**config.mk**
```make
export PLATFORM = sky130hd
export DESIGN_NAME = i2c_byte_master_flat
export DESIGN_NICKNAME = d
export VERILOG_FILES = /design/src/rtl/i2c_byte_master_if.sv /design/src/rtl/i2c_byte_master.sv /design/src/flat_wrapper.sv
export SDC_FILE = /design/constraint.sdc
export NUM_CORES = 1
export LEC_CHECK = 0
export BUFFER_PORTS_ARGS = -buffer_cell sky130_fd_sc_hd__buf_2
export CAP_MARGIN = 30
export CORE_MARGIN = 2
export CORE_UTILIZATION = 55
export CTS_CLUSTER_DIAMETER = 100
export CTS_CLUSTER_SIZE = 14
export DETAILED_ROUTE_END_ITERATION = 16
export PLACE_DENSITY = 0.76
export RECOVER_POWER = 50
export SYNTH_ARGS = -nofsm -noshare
export SYNTH_HDL_FRONTEND = slang
export SYNTH_SLANG_ARGS = --single-unit
```
**constraint.sdc**
```tcl
create_clock -name I_CLK -period 2.79 [get_ports I_CLK]
set_clock_uncertainty 0.15 [all_clocks]
set_input_delay 0.1395 -clock I_CLK [delete_from_list [all_inputs] [get_ports I_CLK]]
set_output_delay 0.1395 -clock I_CLK [all_outputs]
set_load 0.005 [all_outputs]
```
**src/rtl/i2c_byte_master_if.sv**
```systemverilog
// i2c_byte_master_if: command handshake and open-drain bus signals of the I2C byte master
interface i2c_byte_master_if;
    logic       I_CMD_VALID;
    logic [1:0] I_CMD;
    logic [7:0] I_TX_BYTE;
    logic       I_RX_ACK;
    logic       I_SDA;
    logic       I_SCL;
    logic       O_CMD_READY;
    logic       O_DONE;
    logic       O_BUSY;
    logic [7:0] O_RX_BYTE;
    logic       O_ACK_RECEIVED;
    logic       O_SDA_T;
    logic       O_SCL_T;

    modport master (
        input  I_CMD_VALID, I_CMD, I_TX_BYTE, I_RX_ACK, I_SDA, I_SCL,
        output O_CMD_READY, O_DONE, O_BUSY, O_RX_BYTE, O_ACK_RECEIVED, O_SDA_T, O_SCL_T
    );

    modport slave (
        output I_CMD_VALID, I_CMD, I_TX_BYTE, I_RX_ACK, I_SDA, I_SCL,
        input  O_CMD_READY, O_DONE, O_BUSY, O_RX_BYTE, O_ACK_RECEIVED, O_SDA_T, O_SCL_T
    );
endinterface

```
**src/rtl/i2c_byte_master.sv**
```systemverilog
// i2c_byte_master: byte-level I2C master (START/STOP/WRITE/READ); define I2C_CLOCK_STRETCH_EN for slave clock stretching
module i2c_byte_master #(
    parameter int P_CLK_DIV   = 125,
    parameter int P_DIV_WIDTH = 8
) (
    input logic               I_CLK,
    input logic               I_RESET,
    i2c_byte_master_if.master bus
);
    typedef enum logic [2:0] {S_IDLE, S_NOP, S_START, S_WRITE, S_READ, S_STOP} state_t;

    localparam logic [P_DIV_WIDTH-1:0] L_LOAD = P_DIV_WIDTH'(P_CLK_DIV - 1);

    state_t                 state_q, state_d;
    logic [1:0]             ph_q, ph_d;
    logic [3:0]             bit_q, bit_d;
    logic [P_DIV_WIDTH-1:0] cnt_q, cnt_d;
    logic [7:0]             tx_q, tx_d;
    logic [7:0]             sh_q, sh_d;
    logic [7:0]             rx_q, rx_d;
    logic                   rack_q, rack_d;
    logic                   ack_q, ack_d;
    logic                   busy_q, busy_d;
    logic                   rdy_q, rdy_d;
    logic                   done_q, done_d;
    logic                   sda_q, sda_d;
    logic                   scl_q, scl_d;
    logic                   stall;

`ifdef I2C_CLOCK_STRETCH_EN
    assign stall = state_q != S_IDLE && state_q != S_NOP && ph_q == 2'd2 && scl_q && !bus.I_SCL;
`else
    logic unused_scl;
    assign unused_scl = bus.I_SCL;
    assign stall = 1'b0;
`endif

    // Next-state: command accept, phase/bit sequencing, sampling, then line levels for the coming phase
    always_comb begin
        state_d = state_q;
        ph_d    = ph_q;
        bit_d   = bit_q;
        cnt_d   = cnt_q;
        tx_d    = tx_q;
        sh_d    = sh_q;
        rx_d    = rx_q;
        rack_d  = rack_q;
        ack_d   = ack_q;
        busy_d  = busy_q;
        rdy_d   = rdy_q;
        done_d  = 1'b0;
        sda_d   = sda_q;
        scl_d   = scl_q;
        case (state_q)
            S_IDLE: if (bus.I_CMD_VALID && rdy_q) begin
                rdy_d  = 1'b0;
                tx_d   = bus.I_TX_BYTE;
                rack_d = bus.I_RX_ACK;
                ph_d   = 2'd0;
                bit_d  = 4'd0;
                cnt_d  = L_LOAD;
                if (bus.I_CMD == 2'd0) begin
                    state_d = S_START;
                    busy_d  = 1'b1;
                end else if (!busy_q) begin
                    state_d = S_NOP;
                    ack_d   = 1'b1;
                end else begin
                    state_d = bus.I_CMD == 2'd1 ? S_STOP : bus.I_CMD == 2'd2 ? S_WRITE : S_READ;
                end
            end
            S_NOP: begin
                state_d = S_IDLE;
                done_d  = 1'b1;
                rdy_d   = 1'b1;
            end
            default: if (!stall) begin
                if (cnt_q != '0) begin
                    cnt_d = cnt_q - P_DIV_WIDTH'(1);
                end else begin
                    cnt_d = L_LOAD;
                    ph_d  = ph_q + 2'd1;
                    if (ph_q == 2'd3) begin
                        bit_d = bit_q + 4'd1;
                        if (state_q == S_WRITE) tx_d = {tx_q[6:0], 1'b0};
                        if (state_q == S_WRITE && bit_q == 4'd8) ack_d = bus.I_SDA;
                        if (state_q == S_READ && bit_q != 4'd8) sh_d = {sh_q[6:0], bus.I_SDA};
                        if (state_q == S_READ && bit_q == 4'd8) rx_d = sh_q;
                        if (state_q == S_START || state_q == S_STOP || bit_q == 4'd8) begin
                            state_d = S_IDLE;
                            done_d  = 1'b1;
                            rdy_d   = 1'b1;
                            busy_d  = state_q != S_STOP;
                        end
                    end
                end
            end
        endcase
        case (state_d)
            S_START: begin
                sda_d = !ph_d[1];
                scl_d = ph_d == 2'd0 ? scl_q : ph_d != 2'd3;
            end
            S_STOP: begin
                sda_d = ph_d[1];
                scl_d = ph_d != 2'd0;
            end
            S_WRITE: begin
                sda_d = bit_d == 4'd8 || tx_d[7];
                scl_d = ph_d[1];
            end
            S_READ: begin
                sda_d = bit_d == 4'd8 ? rack_d : 1'b1;
                scl_d = ph_d[1];
            end
            default: ;
        endcase
    end

    // State and registered outputs; reset releases both lines immediately
    always_ff @(posedge I_CLK) begin
        if (I_RESET) begin
            state_q <= S_IDLE;
            ph_q    <= 2'd0;
            bit_q   <= 4'd0;
            cnt_q   <= '0;
            tx_q    <= 8'h00;
            sh_q    <= 8'h00;
            rx_q    <= 8'h00;
            rack_q  <= 1'b1;
            ack_q   <= 1'b1;
            busy_q  <= 1'b0;
            rdy_q   <= 1'b1;
            done_q  <= 1'b0;
            sda_q   <= 1'b1;
            scl_q   <= 1'b1;
        end else begin
            state_q <= state_d;
            ph_q    <= ph_d;
            bit_q   <= bit_d;
            cnt_q   <= cnt_d;
            tx_q    <= tx_d;
            sh_q    <= sh_d;
            rx_q    <= rx_d;
            rack_q  <= rack_d;
            ack_q   <= ack_d;
            busy_q  <= busy_d;
            rdy_q   <= rdy_d;
            done_q  <= done_d;
            sda_q   <= sda_d;
            scl_q   <= scl_d;
        end
    end

    assign bus.O_CMD_READY    = rdy_q;
    assign bus.O_DONE         = done_q;
    assign bus.O_BUSY         = busy_q;
    assign bus.O_RX_BYTE      = rx_q;
    assign bus.O_ACK_RECEIVED = ack_q;
    assign bus.O_SDA_T        = sda_q;
    assign bus.O_SCL_T        = scl_q;
endmodule

```
**src/flat_wrapper.sv**
```systemverilog
// flat-port wrapper written by rule: the top's interface ports become plain ports
module i2c_byte_master_flat 
#(
    parameter int P_CLK_DIV   = 125,
    parameter int P_DIV_WIDTH = 8
)
  (I_CLK, I_RESET, bus_I_CMD_VALID, bus_I_CMD, bus_I_TX_BYTE, bus_I_RX_ACK, bus_I_SDA, bus_I_SCL, bus_O_CMD_READY, bus_O_DONE, bus_O_BUSY, bus_O_RX_BYTE, bus_O_ACK_RECEIVED, bus_O_SDA_T, bus_O_SCL_T);
  i2c_byte_master_if bus_i ();
  input logic I_CLK;
  input logic I_RESET;
  input wire logic [$bits(bus_i.I_CMD_VALID)-1:0] bus_I_CMD_VALID;
  input wire logic [$bits(bus_i.I_CMD)-1:0] bus_I_CMD;
  input wire logic [$bits(bus_i.I_TX_BYTE)-1:0] bus_I_TX_BYTE;
  input wire logic [$bits(bus_i.I_RX_ACK)-1:0] bus_I_RX_ACK;
  input wire logic [$bits(bus_i.I_SDA)-1:0] bus_I_SDA;
  input wire logic [$bits(bus_i.I_SCL)-1:0] bus_I_SCL;
  output wire logic [$bits(bus_i.O_CMD_READY)-1:0] bus_O_CMD_READY;
  output wire logic [$bits(bus_i.O_DONE)-1:0] bus_O_DONE;
  output wire logic [$bits(bus_i.O_BUSY)-1:0] bus_O_BUSY;
  output wire logic [$bits(bus_i.O_RX_BYTE)-1:0] bus_O_RX_BYTE;
  output wire logic [$bits(bus_i.O_ACK_RECEIVED)-1:0] bus_O_ACK_RECEIVED;
  output wire logic [$bits(bus_i.O_SDA_T)-1:0] bus_O_SDA_T;
  output wire logic [$bits(bus_i.O_SCL_T)-1:0] bus_O_SCL_T;
  assign bus_i.I_CMD_VALID = bus_I_CMD_VALID;
  assign bus_i.I_CMD = bus_I_CMD;
  assign bus_i.I_TX_BYTE = bus_I_TX_BYTE;
  assign bus_i.I_RX_ACK = bus_I_RX_ACK;
  assign bus_i.I_SDA = bus_I_SDA;
  assign bus_i.I_SCL = bus_I_SCL;
  assign bus_O_CMD_READY = bus_i.O_CMD_READY;
  assign bus_O_DONE = bus_i.O_DONE;
  assign bus_O_BUSY = bus_i.O_BUSY;
  assign bus_O_RX_BYTE = bus_i.O_RX_BYTE;
  assign bus_O_ACK_RECEIVED = bus_i.O_ACK_RECEIVED;
  assign bus_O_SDA_T = bus_i.O_SDA_T;
  assign bus_O_SCL_T = bus_i.O_SCL_T;
  i2c_byte_master #(.P_CLK_DIV(P_CLK_DIV), .P_DIV_WIDTH(P_DIV_WIDTH)) u_core (.I_CLK(I_CLK), .I_RESET(I_RESET), .bus(bus_i));
endmodule
```
==> Word level (Yosys, flattened, before mapping) <==
Cells that the tools add are included.
{ "word_totals": {"output_inout_bits": 14, "register_bits": 48, "elab_cells": 128} }
{ "op_classes": {"muxes": 52, "n_addsub": 3, "bitwise_logic": 3, "n_reduce_logical": 31, "n_eq_ne": 24} }
{ "ops": {"columns": ["cell", "count"], "rows": [
  ["2-to-1 mux 8 bit", 6],
  ["case mux 8 bit (2 select lines)", 2],
  ["2-to-1 mux 3 bit", 8],
  ["2-to-1 mux 1 bit", 22],
  ["equality test 3 x 2 -> 1 bit (second input constant)", 4],
  ["equality test 3 bit (second input constant)", 4],
  ["2-to-1 mux 4 bit", 3],
  ["AND reduction 4 bit", 3],
  ["inequality test 2 bit (second input constant)", 5],
  ["nonzero test 2 bit", 5],
  ["nonzero test 3 bit", 3],
  ["equality test 4 bit (second input constant)", 2],
  ["case mux 1 bit (2 select lines)", 4],
  ["case mux 4 bit (2 select lines)", 1],
  ["nonzero test 8 bit", 1],
  ["subtractor 8 x 1 -> 8 bit (second input constant)", 1],
  ["AND reduction 7 bit", 1],
  ["inequality test 3 bit (second input constant)", 2],
  ["case mux 3 bit (2 select lines)", 1],
  ["AND reduction 6 bit", 1],
  ["AND reduction 5 bit", 1],
  ["adder 4 x 1 -> 4 bit (second input constant)", 1],
  ["equality test 2 bit (second input constant)", 2],
  ["logical AND 1 bit", 4],
  ["17 further kinds", 26]
]} }

==> Logic depth before layout (Yosys ltp) <==
Gate-level depths: netlist of the first run.
{ "logic_depth": {"word_depth": 11, "mapped_depth": 10, "ltp_nobuf": 8} }

==> Worst setup path before layout of the first run <==
OpenSTA, ideal clock, no wires.
{ "synth_timing": {"kind": "reg-to-reg", "from": "register u_core.cnt_q[0]", "to": "register u_core.sda_q, in the netlist u_core.bus.O_SDA_T", "required_time_ns": 2.505, "path_stages_with_launch": 10, "slack_ns": 0.213, "path_buffers": 1, "arrival_ns": 2.292, "synth_period_minus_slack_ns": 2.577, "path_cell_list": "dfxtp_1 inv_1 ha_1 or3b_2 clkbuf_1 nor4_1 mux2_2 a211oi_2 a311o_1 o311ai_2"} }
{ "synth_between": {"elab_chain_cells": 6} }
{ "synth_lines": {"columns": ["element", "line_no", "source"], "rows": [
  ["from (decl)", "i2c_byte_master.sv:17", "logic [P_DIV_WIDTH-1:0] cnt_q, cnt_d;"],
  ["from (signal assigned)", "i2c_byte_master.sv:141", "cnt_q <= cnt_d;"],
  ["nonzero test 8 bit (*)", "i2c_byte_master.sv:78", "if (cnt_q != '0) begin"],
  ["2-to-1 mux 4 bit", "i2c_byte_master.sv:78", null],
  ["case mux 4 bit (2 select lines)", "i2c_byte_master.sv:54", "case (state_q)"],
  ["equality test 4 bit", "i2c_byte_master.sv:109, i2c_byte_master.sv:113", null],
  ["2-to-1 mux 1 bit or logical OR 1 bit (tied branches)", "i2c_byte_master.sv:113, i2c_byte_master.sv:109", null],
  ["case mux 1 bit (4 select lines)", "i2c_byte_master.sv:99", "case (state_d)"],
  ["to (signal assigned)", "i2c_byte_master.sv:135", "sda_q <= 1'b1;"],
  ["to (signal assigned)", "i2c_byte_master.sv:150", "sda_q <= sda_d;"],
  ["to (decl)", "i2c_byte_master.sv:26", "logic sda_q, sda_d;"]
]} }
Mark *: on every way between the ends. The rest lies on a longest branch, timed or not. The select of a mux whose other input is x is not followed.
A chain may end at the register's enable or synchronous reset.

==> Worst setup path in the final report of the first run <==
Same ends and word-level chain as after synthesis.

==> results of run 1 <==
-- registers in the layout, indices dropped and copies added, names as in the netlist --
register                   cells
u_core.bus.O_CMD_READY         1
u_core.bus.O_SCL_T             1
u_core.cnt_q                   8
u_core.bus.O_SDA_T             1
u_core.bit_q                   4
u_core.bus.O_DONE              1
u_core.bus.O_ACK_RECEIVED      1
u_core.ph_q                    2
u_core.state_q                 3
u_core.tx_q                    8
u_core.sh_q                    8
u_core.rack_q                  1
u_core.bus.O_RX_BYTE           8
u_core.bus.O_BUSY              1
-- final timing paths --
| path | end | slack, ps | cells past startpoint |
|---|---|---|---|
| worst max register to register | u_core.bus.O_SDA_T | 90 | 8 |
| worst min-delay path | u_core.bus.O_CMD_READY | 10 | 3 |
| worst max-delay path | u_core.bus.O_SDA_T | 90 | 8 |
| worst min register to register | u_core.bus.O_RX_BYTE[4] | 350 | 2 |
-- worst min-delay path: stages --
cell                      delay, ps
sky130_fd_sc_hd__buf_2          120
sky130_fd_sc_hd__nand2_1         60
sky130_fd_sc_hd__a221o_1        120
-- per-stage QoR --
step | hold WS, ps | setup slack, ps
after floorplan | 133.4 | 213.5
after global placement | 229.5 | 156.7
after detailed placement | 243.5 | 100.6
after CTS | 4.000 | 97.56
after global routing | 17.28 | 7.063
final | 11.51 | 93.93
-- layer usage --
metal | part of all wire [%] | vias up
met4 | 1.4 | 0
met5 | 0 | -
met1 | 45 | 1020
met2 | 48 | 65
met3 | 5.4 | 8
li1 | - | 1077
-- final cells by class --
type | count | area, µm²
Clock buffer | 6 | 82.58
Clock inverter | 2 | 38.79
Timing Repair Buffer | 49 | 307.8
Sequential cell | 48 | 960.9
Fill cell | 365 | 1265
Inverter | 8 | 30.03
Multi-Input combinational cell | 199 | 1310
Tap cell | 50 | 62.56
-- Yosys cell counts (6+ instances only) --
cell / instances / area [µm²]
sky130_fd_sc_hd__ha_1: 6 / 75.07
sky130_fd_sc_hd__nor2_1: 47 / 176.4
sky130_fd_sc_hd__nor4_1: 6 / 37.54
sky130_fd_sc_hd__a21oi_1: 13 / 65.06
sky130_fd_sc_hd__dfxtp_1: 48 / 960.9
sky130_fd_sc_hd__nand2_1: 16 / 60.06
sky130_fd_sc_hd__inv_1: 8 / 30.03
sky130_fd_sc_hd__nor3_1: 7 / 35.03
sky130_fd_sc_hd__o21ai_0: 7 / 35.03
sky130_fd_sc_hd__clkbuf_1: 10 / 37.54
sky130_fd_sc_hd__a222oi_1: 6 / 60.06
sky130_fd_sc_hd__mux2i_1: 20 / 200.2
-- power by group through the flow --
| stage | Combinational (W) | Sequential, W | Clock (W) |
|---|---|---|---|
| 2_1_floorplan | 0.000623 | 0.000873 | 0 |
| 3_3_place_gp | 0.000864 | 0.000892 | 0 |
| 3_5_place_dp | 0.000885 | 0.000895 | 0 |
| 4_1_cts | 0.000903 | 0.000880 | 0.000544 |
| 5_1_grt | 0.000986 | 0.000901 | 0.000567 |
| 6_report | 0.000895 | 0.000884 | 0.000536 |
-- logic make-up after synthesis --
logic type	after synthesis	share of synthesized area, %
DFF	48	40.83
buffers and inverters	21	3.509
adders and majority gates	6	3.190
AOI/OAI and AO/OA	58	18.87
and+or+nand+nor	114	24.61
muxes	21	8.984
-- timing repair --
item	in CTS	in global routing
resized for setup	0	0
hold buffers	9	0
endpoints found under the hold margin	10	0
setup buffers	0	0
-- cell usage in the layout, fill, tap and decap left out, types with 7 or more instances in the layout --
master and instances:
sky130_fd_sc_hd__a21oi_1 13, sky130_fd_sc_hd__buf_2 24, sky130_fd_sc_hd__buf_4 10, sky130_fd_sc_hd__dfxtp_1 48
sky130_fd_sc_hd__dlygate4sd3_1 9, sky130_fd_sc_hd__inv_1 8, sky130_fd_sc_hd__mux2i_1 20, sky130_fd_sc_hd__nand2_1 16
sky130_fd_sc_hd__nor2_1 47, sky130_fd_sc_hd__nor3_1 7, sky130_fd_sc_hd__o21ai_0 7
==> Flow_metrics.wiki, run 1 <==
{| class="wikitable"
! Metric !! Value
|-
| Total power || between 0.002 and 0.0025 W
|-
| Crit path DAT || about 2700 ps
|-
| Clock period minus worst slack || approximately 2700 ps
|-
| GRT busiest layer || met2
|-
| Antenna cell count || 0
|-
| Summed instance area of the synthesized netlist || 0.002354 mm²
|-
| Number of design-rule violations left by the first detailed-router iteration || between 200 and 250
|-
| Detail-routed via count per cell || 5.994
|-
| Largest net degree at the start of global routing || around 50
|-
| Slowest cell delay on critical path || approximately 550 ps
|-
| Clock root cell || sky130_fd_sc_hd__clkbuf_8
|-
| Share of synthesized registers carrying an async set or reset || 0%
|-
| Met2 Track Usage GR || approximately two fifths
|-
| Later-pin clock latency in the skew report || 310 ps
|-
| Met3 track demand over resource in global routing || 5.814%
|-
| Met1 global-route usage || between 20% and 30%
|-
| Number of instances in the synthesized netlist || ~270
|-
| Vias in the first global route || 2046
|-
| Required time of the critical path || 2820 ps
|-
| Final Net Count || between 300 and 400
|-
| Outcome || completed
|-
| Cell Rows || 23
|-
| Number of synthesized flops with an enable pin || 0
|-
| Worst-case headroom to the max-slew limit || 44.31%
|-
| Non-filler cells, final || ~360
|-
| Peak ir drop on the vdd network || around 0.46 mV
|-
| CP max-delay cell || sky130_fd_sc_hd__or3b_2
|-
| Total Routed Length || ~5500 µm
|-
| Maximum fanout count along the critical path || 5
|-
| Net switching power || about 0.00085 W
|-
| Pwr per Cell Area || just over 800 mW/mm²
|-
| Post-route design area || between 0.002 and 0.003 mm²
|-
| Highest Clock Rate || around 0.37 GHz
|-
| I/O pins || 30
|-
| Area grow syn2layout || 18.66%
|-
| Switching part of the total power || between 30% and 40%
|-
| Synth Flop Type || sky130_fd_sc_hd__dfxtp_1
|-
| Antenna violations before repair || 0
|-
| Endpoints failing hold || 0
|-
| Post-Route Utilization || slightly below 70%
|-
| Endpoint type of the worst setup path || register
|-
| Share of the clock period used by the worst path || 96.63%
|-
| Number of placed instances with taps included || approximately 350
|-
| Remaining antenna violation count || 0
|-
| Horizontal die dimension || approximately 69 µm
|-
| Sink Count || 48
|-
| Initial Utilization || approximately three fifths
|-
| Net count after synthesis || between 200 and 300
|-
| Int Pwr || approximately 0.0015 W
|-
| Startpoint of the worst setup timing path || u_core.cnt_q[0]
|-
| Pin slew with the least headroom to its limit || 835.4 ps
|-
| Placed cell area || about 0.0026 mm²
|-
| Share of cells above drive strength 1 || between 15 and 20%
|-
| Critical register-to-register path startpoint || u_core.cnt_q[0]
|-
| Clock tree from TritonCTS || done
|-
| Number of distinct library cell variants in the gate-level netlist after synthesis || between 50 and 60
|-
| Number of search-and-repair iterations in the first detailed-routing pass || 5
|-
| Global-route usage over all layers || a little under a quarter
|-
| Count of synthesis-stage warnings from yosys || 0
|-
| Clock-pin slew on the worst setup and hold paths || ~90 ps
|-
| IO Port Bufs || 28
|-
| Setup TNS Final || 0 ps
|-
| Gate power share || roughly 39%
|-
| Sequential group share of total power || a little under two fifths
|-
| Core Footprint || between 0.004 and 0.005 mm²
|-
| Global-route congestion overflow total || 0
|-
| CTS Buf Count || 5
|-
| Routed wire length per instance || approximately 15 µm
|-
| CP Buf/Inv Count || 1
|-
| Category of cells accounting for the largest share of critical-path delay || simple AND/OR/NAND/NOR gates
|-
| Worst min-delay path category || input pin to register
|-
| Avg Synthesized Cell Area || 8.782 µm²
|-
| DIE AREA || roughly 0.0048 mm²
|-
| Vias post-DR || between 2000 and 2500
|-
| Final Max Tran Viols || 0
|-
| Crit Path Category || register to register
|-
| Count of final setup violators || 0
|-
| Drc violations || 0
|-
| Max-Cap Viols || 0
|-
| Critical Path, Cell by Cell || inv_1 > ha_1 > or3b_2 > nor4_1 > mux2_2 > a211oi_2 > a311o_1 > o311ai_2
|-
| Wire length of the first global-routing pass || 9204 µm
|-
| Kind of start point of the critical path || register
|-
| Maximum clock insertion buffer count || 2
|-
| Hold path startpoint || bus_I_CMD_VALID
|-
| Leakage component of the power || between 1 and 1.5 nW
|-
| GPL Wtd Cong || between 0.8 and 0.9
|-
| Die span in y || between 60 and 70 µm
|-
| CTS H-tree lvls || 2
|-
| Post-synthesis register bit count || 48
|-
| Register area share after synthesis || 40.83%
|-
| Clock group share of total power || a little under a quarter
|-
| HPWL reported at the end of detailed placement || between 3000 and 4000 µm
|-
| Setup repair after global routing missed its margin || false
|}
Power figures use the tool's default switching activity.
==> inputs of run 2 (changes only) <==
--- a/config.mk
+++ b/config.mk
@@ -5,14 +5,14 @@
 export SDC_FILE = /design/constraint.sdc
 export NUM_CORES = 1
 export LEC_CHECK = 0
-export BUFFER_PORTS_ARGS = -buffer_cell sky130_fd_sc_hd__buf_2
-export CAP_MARGIN = 30
+export CAP_MARGIN = 10
 export CORE_MARGIN = 2
 export CORE_UTILIZATION = 55
 export CTS_CLUSTER_DIAMETER = 100
 export CTS_CLUSTER_SIZE = 14
 export DETAILED_ROUTE_END_ITERATION = 16
-export PLACE_DENSITY = 0.76
+export DONT_BUFFER_PORTS = 1
+export PLACE_DENSITY = 0.81
 export RECOVER_POWER = 50
 export SYNTH_ARGS = -nofsm -noshare
 export SYNTH_HDL_FRONTEND = slang
==> run 2 against run 1 <==
Setup slack improved by 46 ps. Register-to-register slack improved by 50 ps. Sequential cell count did not move. Global-route usage down 0.41 points. Die area unchanged. Sequential power rose by 2.9%. First-iteration DRC count increased by 3.3%. Critical endpoint unchanged. Largest power group is now sequential cells. Highest routed layer unchanged.
==> Flow_metrics.wiki, run 2 (synthesized netlist as in run 1, its figures left out) <==
{| class="wikitable"
! Metric !! Value
|-
| Outcome || completed
|-
| Clock root cell || sky130_fd_sc_hd__clkbuf_8
|-
| Sink Count || 48 (unchanged)
|-
| Die span in y || 69.42 µm (unchanged)
|-
| Highest Clock Rate || 0.3773 GHz (+1.7%)
|-
| Initial Utilization || 58.00% (unchanged)
|-
| Critical register-to-register path startpoint || u_core.cnt_q[0]
|-
| Total power || 0.002309 W (-0.25%)
|-
| Worst-case headroom to the max-slew limit || 66.32% (+22 points)
|-
| Leakage component of the power || 1.154 nW (-6.6%)
|-
| Number of design-rule violations left by the first detailed-router iteration || 216 (+3.3%)
|-
| Clock-pin slew on the worst setup and hold paths || 100 ps (about the same)
|-
| Fill cell instance count of the final layout || 323 (-12%)
|-
| Wire length of the first global-routing pass || 9094 µm (-1.2%)
|-
| HPWL reported at the end of detailed placement || 3554 µm (-3.7%)
|-
| Largest net degree at the start of global routing || 49 (unchanged)
|-
| Met2 Track Usage GR || 37.50% (-2.0 points)
|-
| Detail-routed via count per cell || 6.322 (+5.5%)
|-
| CTS Buf Count || 5 (unchanged)
|-
| Kind of start point of the critical path || register
|-
| Clock period minus worst slack || 2650 ps (-45.95 ps)
|-
| Later-pin clock latency in the skew report || 300 ps (about the same)
|-
| Global-route usage over all layers || 22.93% (-0.41 points)
|-
| R2R setup slack || 140 ps (+50 ps)
|-
| Endpoint type of the worst setup path || register
|-
| Endpoints failing hold || 0 (unchanged)
|-
| Post-Route Utilization || 67.28% (-1.5 points)
|-
| GRT busiest layer || met2
|-
| Antenna violations before repair || 0 (unchanged)
|-
| IO Port Bufs || 0 (-100%)
|-
| Most used cells in the layout excluding fill and tap cells || 48 x sky130_fd_sc_hd__dfxtp_1, 47 x sky130_fd_sc_hd__nor2_1, 19 x sky130_fd_sc_hd__mux2i_1, 16 x sky130_fd_sc_hd__nand2_1
|-
| Area grow syn2layout || 16.00%
|-
| Crit path DAT || 2710 ps (-20 ps)
|-
| Max-Cap Viols || 0 (unchanged)
|-
| Clock tree from TritonCTS || done
|-
| Hold path startpoint || bus_I_CMD_VALID
|-
| Final Net Count || 309 (-7.2%)
|-
| Drc violations || 0 (unchanged)
|-
| Pin slew with the least headroom to its limit || 503.3 ps (-332.0 ps)
|-
| Global-route congestion overflow total || 0 (unchanged)
|-
| Vias post-DR || 2137 (-1.5%)
|-
| Cell depth of the worst flop-to-flop path || 9 (+1)
|-
| CTS H-tree lvls || 2 (unchanged)
|-
| Final Max Tran Viols || 0 (unchanged)
|-
| Total Routed Length || 5567 µm (+2.0%)
|-
| Maximum clock insertion buffer count || 2 (unchanged)
|-
| GPL Wtd Cong || 0.8948 (+6.6%)
|-
| Remaining antenna violation count || 0 (unchanged)
|-
| Share of cells above drive strength 1 || 11.46% (-5.5 points)
|-
| Setup TNS Final || 0 ps (unchanged)
|-
| Post-Route Hold Slack || 158.0 ps (+146.5 ps)
|-
| Share of the clock period used by the worst path || 94.99% (-1.6 points)
|-
| Required time of the critical path || 2850 ps (+30 ps)
|-
| Count of final setup violators || 0 (unchanged)
|-
| Vias in the first global route || 1951 (-4.6%)
|-
| Pwr per Cell Area || 845.8 mW/mm² (+2.0%)
|-
| Critical R2R Capture || u_core.bus.O_SDA_T
|-
| Number of search-and-repair iterations in the first detailed-routing pass || 6 (+1)
|-
| Cell Rows || 23 (unchanged)
|-
| Crit Path Category || register to register
|-
| Met1 global-route usage || 29.89% (+0.81 points)
|-
| Core Footprint || 0.004058 mm² (unchanged)
|-
| I/O pins || 30 (unchanged)
|-
| Peak ir drop on the vdd network || 0.6128 mV (+33%)
|-
| Worst min-delay path category || input pin to register
|-
| DIE AREA || 0.004818 mm² (unchanged)
|-
| WHS Endpoint || u_core.ph_q[1]
|-
| Most common cell after layout, fill and taps aside || sky130_fd_sc_hd__dfxtp_1
|-
| Maximum fanout count along the critical path || 7 (+2)
|-
| Antenna cell count || 0 (unchanged)
|-
| Setup repair after global routing missed its margin || false
|-
| Routed wire length per instance || 16.47 µm (+9.3%)
|-
| Number of cells on the worst hold path || 3 (unchanged)
|-
| Met3 track demand over resource in global routing || 6.686% (+0.87 points)
|-
| Horizontal die dimension || 69.42 µm (unchanged)
|}
run 2: layer usage:
metal	routed length, µm	up-vias
met5	0	-
met4	48	0
met3	429	9
met2	2755	94
met1	2333	1010
li1	-	1024
run 2: area by class of cell:
| cell class | instances | area, µm² | area share (%) |
|---|---|---|---|
| Clock buffer | 5 | 68.82 | 2.521 |
| Timing Repair Buffer | 25 | 221.5 | 8.112 |
| Tap cell | 50 | 62.56 | 2.291 |
| Inverter | 8 | 30.03 | 1.100 |
| Clock inverter | 3 | 46.29 | 1.696 |
| Sequential cell | 48 | 960.9 | 35.20 |
| Multi-Input combinational cell | 199 | 1340 | 49.08 |
run 2: where the power goes:
group | switching, W | internal, W
clock network | 0.000250 | 0.000270
logic | 0.000500 | 0.000380
registers | 0.000122 | 0.000788
run 2: how the worst max path moves through the flow:
stage	from	end	cells past startpoint
after global routing	u_core.cnt_q[0]	u_core.bus.O_SDA_T	9
final	u_core.cnt_q[0]	u_core.bus.O_SDA_T	9
after floorplan	u_core.cnt_q[0]	u_core.bus.O_SDA_T	9
after CTS	u_core.cnt_q[0]	u_core.bus.O_SDA_T	8
after global placement	u_core.cnt_q[0]	u_core.bus.O_SDA_T	8
after detailed placement	u_core.cnt_q[0]	u_core.bus.O_SDA_T	8
run 2: through the flow:
stage               instance area (µm²)  std cells  setup slack [ps]
floorplan                          2354        268             213.5
detailed placement                 2439        315             36.28
finish                             2730        338             139.9
global route                       2730        338             48.62
global placement                   2439        315             180.4
CTS                                2704        337             12.64
run 2: worst max-delay path, cell delays in order, from the launching register on:
cell and delay, ps:
sky130_fd_sc_hd__dfxtp_1 350, sky130_fd_sc_hd__inv_1 60, sky130_fd_sc_hd__ha_1 190, sky130_fd_sc_hd__or3b_4 450
sky130_fd_sc_hd__nor4_4 290, sky130_fd_sc_hd__buf_4 200, sky130_fd_sc_hd__mux2i_2 280, sky130_fd_sc_hd__a211oi_4 110
sky130_fd_sc_hd__a311o_1 390, sky130_fd_sc_hd__o311ai_2 90
run 2: what timing repair did:
item                       4_1_cts  5_1_grt
gates resized for setup          0        6
hold buffers                    14        0
setup buffers                    0        1
hold endpoints to repair        48        0
setup endpoints to repair        0        2
